**config.mk**
```make
export PLATFORM = sky130hd
export DESIGN_NAME = div_bit
export DESIGN_NICKNAME = d
export VERILOG_FILES = /design/src/rtl/div_bit.sv
export SDC_FILE = /design/constraint.sdc
export NUM_CORES = 1
export LEC_CHECK = 0
export CORE_ASPECT_RATIO = 0.9
export CORE_MARGIN = 3
export CORE_UTILIZATION = 55
export DETAILED_ROUTE_END_ITERATION = 7
export DONT_BUFFER_PORTS = 1
export GPL_ROUTABILITY_DRIVEN = 0
export PLACE_DENSITY_LB_ADDON = 0.25
export SLEW_MARGIN = 25
export SYNTH_ARGS = -nofsm -noshare
export SYNTH_HDL_FRONTEND = slang
export SYNTH_SLANG_ARGS = --single-unit
export TNS_END_PERCENT = 100
```
**constraint.sdc**
```tcl
create_clock -name m_clock -period 4.3 [get_ports m_clock]
set_input_delay 0.86 -clock m_clock [delete_from_list [all_inputs] [get_ports m_clock]]
set_output_delay 0.86 -clock m_clock [all_outputs]
set_load 0.05 [all_outputs]
```
**src/rtl/div_bit.sv**
```systemverilog
// ---------------------------------------------------------------------------
// div_bit : sequential unsigned restoring divider, 25-bit / 22-bit.
//
// It produces one quotient bit per clock. The fixed latency is 25 cycles
// from the accepting edge to the done pulse. Quotient bits shift into the
// dividend register as the dividend shifts out.
//
// Ports
//   m_clock       in   1   clock, rising edge
//   p_reset       in   1   synchronous active-high reset
//   div_bit1      in  25   dividend (sampled on accepting edge)
//   div_bit2      in  22   divisor  (sampled on accepting edge)
//   div_bit_exe   in   1   start request, accepted in IDLE or DONE
//   div_bit_busy  out  1   high while iterating
//   div_bit_done  out  1   one-cycle pulse when results update
//   div_bit_quot  out 25   quotient (registered, held)
//   div_bit_rem   out 22   remainder (registered, held)
//   div_bit_dbz   out  1   last completed operation had divisor == 0
// ---------------------------------------------------------------------------
module div_bit (
    input  logic        m_clock,
    input  logic        p_reset,
    input  logic [24:0] div_bit1,
    input  logic [21:0] div_bit2,
    input  logic        div_bit_exe,
    output logic        div_bit_busy,
    output logic        div_bit_done,
    output logic [24:0] div_bit_quot,
    output logic [21:0] div_bit_rem,
    output logic        div_bit_dbz
);

    typedef enum logic [1:0] {IDLE, RUN, DONE} state_t;

    state_t      state_q, state_d;
    logic [24:0] dvd_q,   dvd_d;    // dividend shifting out, quotient shifting in
    logic [21:0] dsr_q,   dsr_d;    // captured divisor
    // The partial remainder is always below the divisor, so its 23rd bit is
    // always zero. Only 22 bits are stored; the extra bit exists only in t.
    logic [21:0] prem_q,  prem_d;
    logic [4:0]  cnt_q,   cnt_d;
    logic [24:0] quot_q,  quot_d;
    logic [21:0] rem_q,   rem_d;
    logic        dbz_q,   dbz_d;
    logic        busy_q,  busy_d;
    logic        done_q,  done_d;

    logic [22:0] t;
    logic        ge;
    logic [21:0] prem_next;
    logic [24:0] quot_next;

    // Divide-by-zero override of the final quotient and remainder.
    function automatic logic [46:0] finalize(input logic [24:0] q,
                                             input logic [21:0] r,
                                             input logic        zero);
        if (zero)
            return {25'h1FFFFFF, 22'd0};
        else
            return {q, r};
    endfunction

    // One restoring iteration. Subtracting in 22 bits is exact whenever
    // t >= divisor, because the result is then below the divisor.
    always_comb begin
        t         = {prem_q, dvd_q[24]};
        ge        = (t >= {1'b0, dsr_q});
        prem_next = ge ? (t[21:0] - dsr_q) : t[21:0];
        quot_next = {dvd_q[23:0], ge};
    end

    always_comb begin
        state_d = state_q;
        dvd_d   = dvd_q;
        dsr_d   = dsr_q;
        prem_d  = prem_q;
        cnt_d   = cnt_q;
        quot_d  = quot_q;
        rem_d   = rem_q;
        dbz_d   = dbz_q;
        case (state_q)
            IDLE, DONE: begin
                if (div_bit_exe) begin
                    dvd_d   = div_bit1;
                    dsr_d   = div_bit2;
                    prem_d  = '0;
                    cnt_d   = 5'd24;
                    state_d = RUN;
                end else begin
                    state_d = IDLE;
                end
            end
            RUN: begin
                prem_d = prem_next;
                dvd_d  = quot_next;
                if (cnt_q == 5'd0) begin
                    state_d         = DONE;
                    {quot_d, rem_d} = finalize(quot_next, prem_next, dsr_q == 22'd0);
                    dbz_d           = (dsr_q == 22'd0);
                end else begin
                    cnt_d = cnt_q - 5'd1;
                end
            end
            default: state_d = IDLE;
        endcase
        busy_d = (state_d == RUN);
        done_d = (state_d == DONE);
    end

    always_ff @(posedge m_clock) begin
        if (p_reset) begin
            state_q <= IDLE;
            dvd_q   <= '0;
            dsr_q   <= '0;
            prem_q  <= '0;
            cnt_q   <= '0;
            quot_q  <= '0;
            rem_q   <= '0;
            dbz_q   <= 1'b0;
            busy_q  <= 1'b0;
            done_q  <= 1'b0;
        end else begin
            state_q <= state_d;
            dvd_q   <= dvd_d;
            dsr_q   <= dsr_d;
            prem_q  <= prem_d;
            cnt_q   <= cnt_d;
            quot_q  <= quot_d;
            rem_q   <= rem_d;
            dbz_q   <= dbz_d;
            busy_q  <= busy_d;
            done_q  <= done_d;
        end
    end

    assign div_bit_busy = busy_q;
    assign div_bit_done = done_q;
    assign div_bit_quot = quot_q;
    assign div_bit_rem  = rem_q;
    assign div_bit_dbz  = dbz_q;

endmodule
```
### Word-level counts from Yosys, hierarchy flattened

Cells that the tools add are included.

* register bits: 126
* logic and storage cells: 40

* order comparisons: 1
* add/sub/neg operators: 2
* reductions and logical operators: 9
* muxes and demuxes: 12
* equal/unequal tests: 6

Operator list (count)
* 25-bit case mux with 2 select lines: 1
* 47-bit two-way mux: 1
* 22-bit two-way mux: 2
* 22-bit case mux with 2 select lines: 1
* 25-bit two-way mux: 1
* 23-bit by 22-bit greater-or-equal comparator with 1-bit output: 1
* 22-bit zero test: 1
* 22-bit subtractor: 1
* 5-bit two-way mux: 2
* 5-bit case mux with 2 select lines: 1
* 2-bit AND reduction: 3
* 5-bit zero test: 1
* 5-bit by 1-bit subtractor with 5-bit output, second input constant: 1
* 2-bit by 1-bit equality test with 1-bit output, second input constant: 2
* 2-bit equality test, second input constant: 2
* 2-bit inequality test, second input constant: 2
* 2-bit case mux with 2 select lines: 1
* 3-bit AND reduction: 1
* 2-bit zero test: 1
* 2-bit two-way mux: 1
* 2-bit nonzero test: 1
* 2-bit OR reduction: 1
* 1-bit two-way mux: 1

### Longest topological paths before layout

* depth in word-level cells: 4
* gate-level depth with buffers: 12
* depth with buffers taken out: 10

### Least setup slack after synthesis

OpenSTA, ideal clock, no wires.

* path type: flip-flop to flip-flop
* start point: register dsr_q[2]
* end point: register prem_q[21]
* path slack: 1.883 ns
* library setup time: 0.067 ns
* data required time: 4.233 ns
* data arrival time: 2.349 ns
* stages on the path, launching flop included: 11
* path through: dfxtp_1 inv_1 ha_1 o211ai_2 a21oi_1 o41a_1 o31ai_4 a31oi_2 buf_6 mux2_4 o21ai_2

* word-level cells in the longest chain between the ends: 3
* elaborated cells between the ends (all ways): 4
* those cells by class: add/sub: 1; order compare: 1; mux: 2

Ends and longest elaborated chain
* start: declaration: RTL line 37 `logic [21:0] dsr_q, dsr_d;`
* start signal: assignment: RTL line 125 `dsr_q <= dsr_d;`
* 22-bit subtractor or 23-bit by 22-bit greater-or-equal comparator with 1-bit output (tied branches): RTL line 68, 67
* 22-bit two-way mux (*): RTL line 68 `prem_next = ge ? (t[21:0] - dsr_q) : t[21:0];`
* 22-bit case mux with 2 select lines (*): RTL line 81 `case (state_q)`
* end signal: assignment: RTL line 126 `prem_q <= prem_d;`
* end: declaration: RTL line 40 `logic [21:0] prem_q, prem_d;`

Mark *: on every way between the ends. The rest lies on a longest branch, timed or not.
A chain may end at the register's enable or synchronous reset.

### Final worst setup path

* start point: register dsr_q[18]
* end point: register prem_q[10]

* word-level cells in the longest chain between the ends: 3

Ends and longest elaborated chain
* 23-bit by 22-bit greater-or-equal comparator with 1-bit output: RTL line 67 `ge = (t >= {1'b0, dsr_q});`
* 22-bit two-way mux: RTL line 68
* 22-bit case mux with 2 select lines: RTL line 81

Every way passes these cells.

==> flow_metrics.tcl <==
set metrics [dict create \
    syn_inst 748 \
    whs_path_depth 2 \
    yosysWarnings 0 \
    whs_endpoint "dsr_q[9]" \
    dieArea_um2 12200 \
    powerDensity_nw_per_um2 673 \
    die_w_um 116 \
    cts_tree "built" \
    grt_max_degree 89 \
    wl_met3_um 1400 \
    clk_pin_slew_ns 0.05 \
    drv_slew 0 \
    path_class "register to register" \
    ir_drop_uv 347 \
    fin_setup_tns_ns 0 \
    fin_hold_ws_ns 0.450 \
    fin_crit_ns 3.14 \
    cts-root-buf "clkbuf_16" \
    synth_nets 822 \
    r2r_slack_ns 1.16 \
    r2r-end "prem_q[10]" \
    gr-total-overflow 0 \
    avgViaCountPerCell 6.09 \
    yosys_register_bits 126 \
    post-synth-top-count-cell "nand2_1" \
    io_pins 100 \
    synth_cell_types 55 \
    leakage_nw 2.64 \
    yosysTopAreaCell "dfxtp_1" \
    initial_utilization_pct 57.5 \
    rsz0062_at_grt "false" \
    grtUsageTotal_pct 26.3 \
    cts_resized 0 \
    max_slew_margin_pct 47.9 \
    htreeDepth 4 \
    wl_met1_um 6330 \
    synth_edf_count 0 \
    critPathArrivalTime_ns 3.40 \
    wl_per_cell_um 17.7 \
    wl_met2_um 7100 \
    worst_ep_required_time_ns 4.56 \
    synthTopCellsByArea "dfxtp_1 42%, nand2_1 8.2%, a21oi_1 6.3%" \
    hp-class "register to register" \
    rows 35 \
    post-cts-setup-buffer-count 0 \
    drt_pre_antenna_iters 5 \
    drt_iter0_markers 363 \
    finalHoldViolCount 0 \
    min_from "dsr_q[9]" \
    cts_buffers 17 \
    antenna_found_initial 0 \
    first_global_vias 5362 \
    dpl.hpwl_um 10900 \
    fmax_ghz 0.319 \
    syn2layout_area_growth_pct 12.1 \
    clock_latency_ns 0.42 \
    tightest_slew_ns 0.781 \
    insertedDiodeCount 0 \
    fin_crit_sh_pct 73.0 \
    fin_util_pct 64.5 \
    top_layer_used "met4" \
    coreArea_um2 10400 \
    totalPowerFinal_mw 4.53 \
    yosysSeqAreaShare_pct 42.1 \
    startpoint_type "register" \
    ys_async_sr_fraction_pct 0 \
    syn_area_um2 6000 \
    die_height_um 105 \
    maxCapViolations 0 \
    synth_top_cells_by_count "131 x nand2_1, 126 x dfxtp_1, 75 x a21oi_1" \
    syn_avg_cell_area_um2 8.02 \
    reg2reg_from "dsr_q[18]" \
    setup_viol 0 \
    end_kind "register" \
    route.detailed.drc 0 \
    crit_fanout 20 \
    place.port_buffers 0 \
    ctsLongestPathBuffers 2 \
    finClkSkew_ns 0.0130 \
    ant_nets 0 \
    grt_first_pass_wirelength_um 25500 \
    r2r_cells 9 \
    drt-total-wl_um 15500 \
    cts_hold_buf 0 \
    fin_nets 806 \
    vias 5322 \
    status "complete, no violations" \
    drive_gt1_share_pct 7.38 \
    yosysTopAreaCellShare_pct 42.1 \
    yosys_most_used_dff "dfxtp_1" \
    cts.sinks 126 \
]
cells in the final DEF (no fill, tap or decap), types with 4 or more instances in the layout:
| cell type | count |
|---|---|
| a21o_1 | 6 |
| a21oi_1 | 75 |
| a22oi_1 | 25 |
| a2bb2oi_1 | 9 |
| a31oi_1 | 5 |
| buf_4 | 9 |
| bufinv_16 | 4 |
| clkbuf_16 | 17 |
| dfxtp_1 | 126 |
| ha_1 | 23 |
| inv_1 | 31 |
| mux2i_1 | 15 |
| nand2_1 | 131 |
| nand2b_1 | 10 |
| nand3_1 | 4 |
| nand4_1 | 7 |
| nor2_1 | 69 |
| nor2b_1 | 4 |
| nor3_1 | 30 |
| nor4_1 | 9 |
| o211ai_1 | 7 |
| o21ai_0 | 42 |
| o21ai_1 | 11 |
| xnor2_1 | 9 |
| xor2_1 | 9 |
power breakdown:
part | total (mW) | switching [mW] | internal, mW
Combinational | 1.45 | 0.856 | 0.590
Clock | 1.54 | 0.531 | 1.00
Sequential | 1.54 | 0.259 | 1.29
Total | 4.53 | 1.65 | 2.88
cell families after synthesis:
| kind of cell | after synthesis | synth area share, % |
|---|---|---|
| AOI/OAI and AO/OA | 209 | 21.8 |
| DFF | 126 | 42.1 |
| adders and majority gates | 24 | 5.13 |
| buffers and inverters | 76 | 5.17 |
| and+or+nand+nor | 278 | 20.3 |
| muxes | 17 | 2.94 |
| xor gates and xnor gates | 18 | 2.63 |
sequential cells by signal, summed over array words and instances (netlist names):
signal        cells
cnt_q             5
div_bit_busy      1
div_bit_dbz       1
div_bit_done      1
div_bit_quot     25
div_bit_rem      22
dsr_q            22
dvd_q            25
prem_q           22
state_q           2
cell type report:
class,instances,area [um2]
repair buffers,10,82.6
multi-input cells,546,3200
inverters,31,116
fillers,876,3700
clock buffers,20,457
well taps,129,161
clock inverters,12,183
flip-flops and latches,126,2520
worst max-delay path by stage:
stage,cells after the start,start,end
2_1_floorplan,10,dsr_q[2],prem_q[21]
5_1_grt,9,dsr_q[18],prem_q[9]
3_3_place_gp,9,dsr_q[18],prem_q[21]
6_report,9,dsr_q[18],prem_q[10]
4_1_cts,9,dsr_q[18],prem_q[10]
3_5_place_dp,9,dsr_q[18],prem_q[10]
metal layers:
layer,vias to the layer above,global-route usage (%)
met5,-,0
li1,2578,-
met1,2482,30.8
met4,0,13.3
met3,37,10.6
met2,225,41.4
through the flow:
stage | std cells | cell area (um2) | setup WS (ns)
6_report | 874 | 6720 | 1.16
5_1_grt | 874 | 6720 | 0.876
4_1_cts | 873 | 6710 | 1.17
3_5_place_dp | 841 | 6070 | 1.23
3_3_place_gp | 841 | 6070 | 1.38
2_1_floorplan | 748 | 6000 | 1.88
worst max-delay path, stage by stage (launching register included):
cell	delay [ns]
dfxtp_1	0.35
inv_1	0.06
ha_1	0.40
nand2_1	0.16
nor4_1	0.49
o31ai_4	0.17
a31oi_4	0.60
buf_4	0.35
mux2i_1	0.27
o21ai_0	0.13
Power figures use the tool's default switching activity.
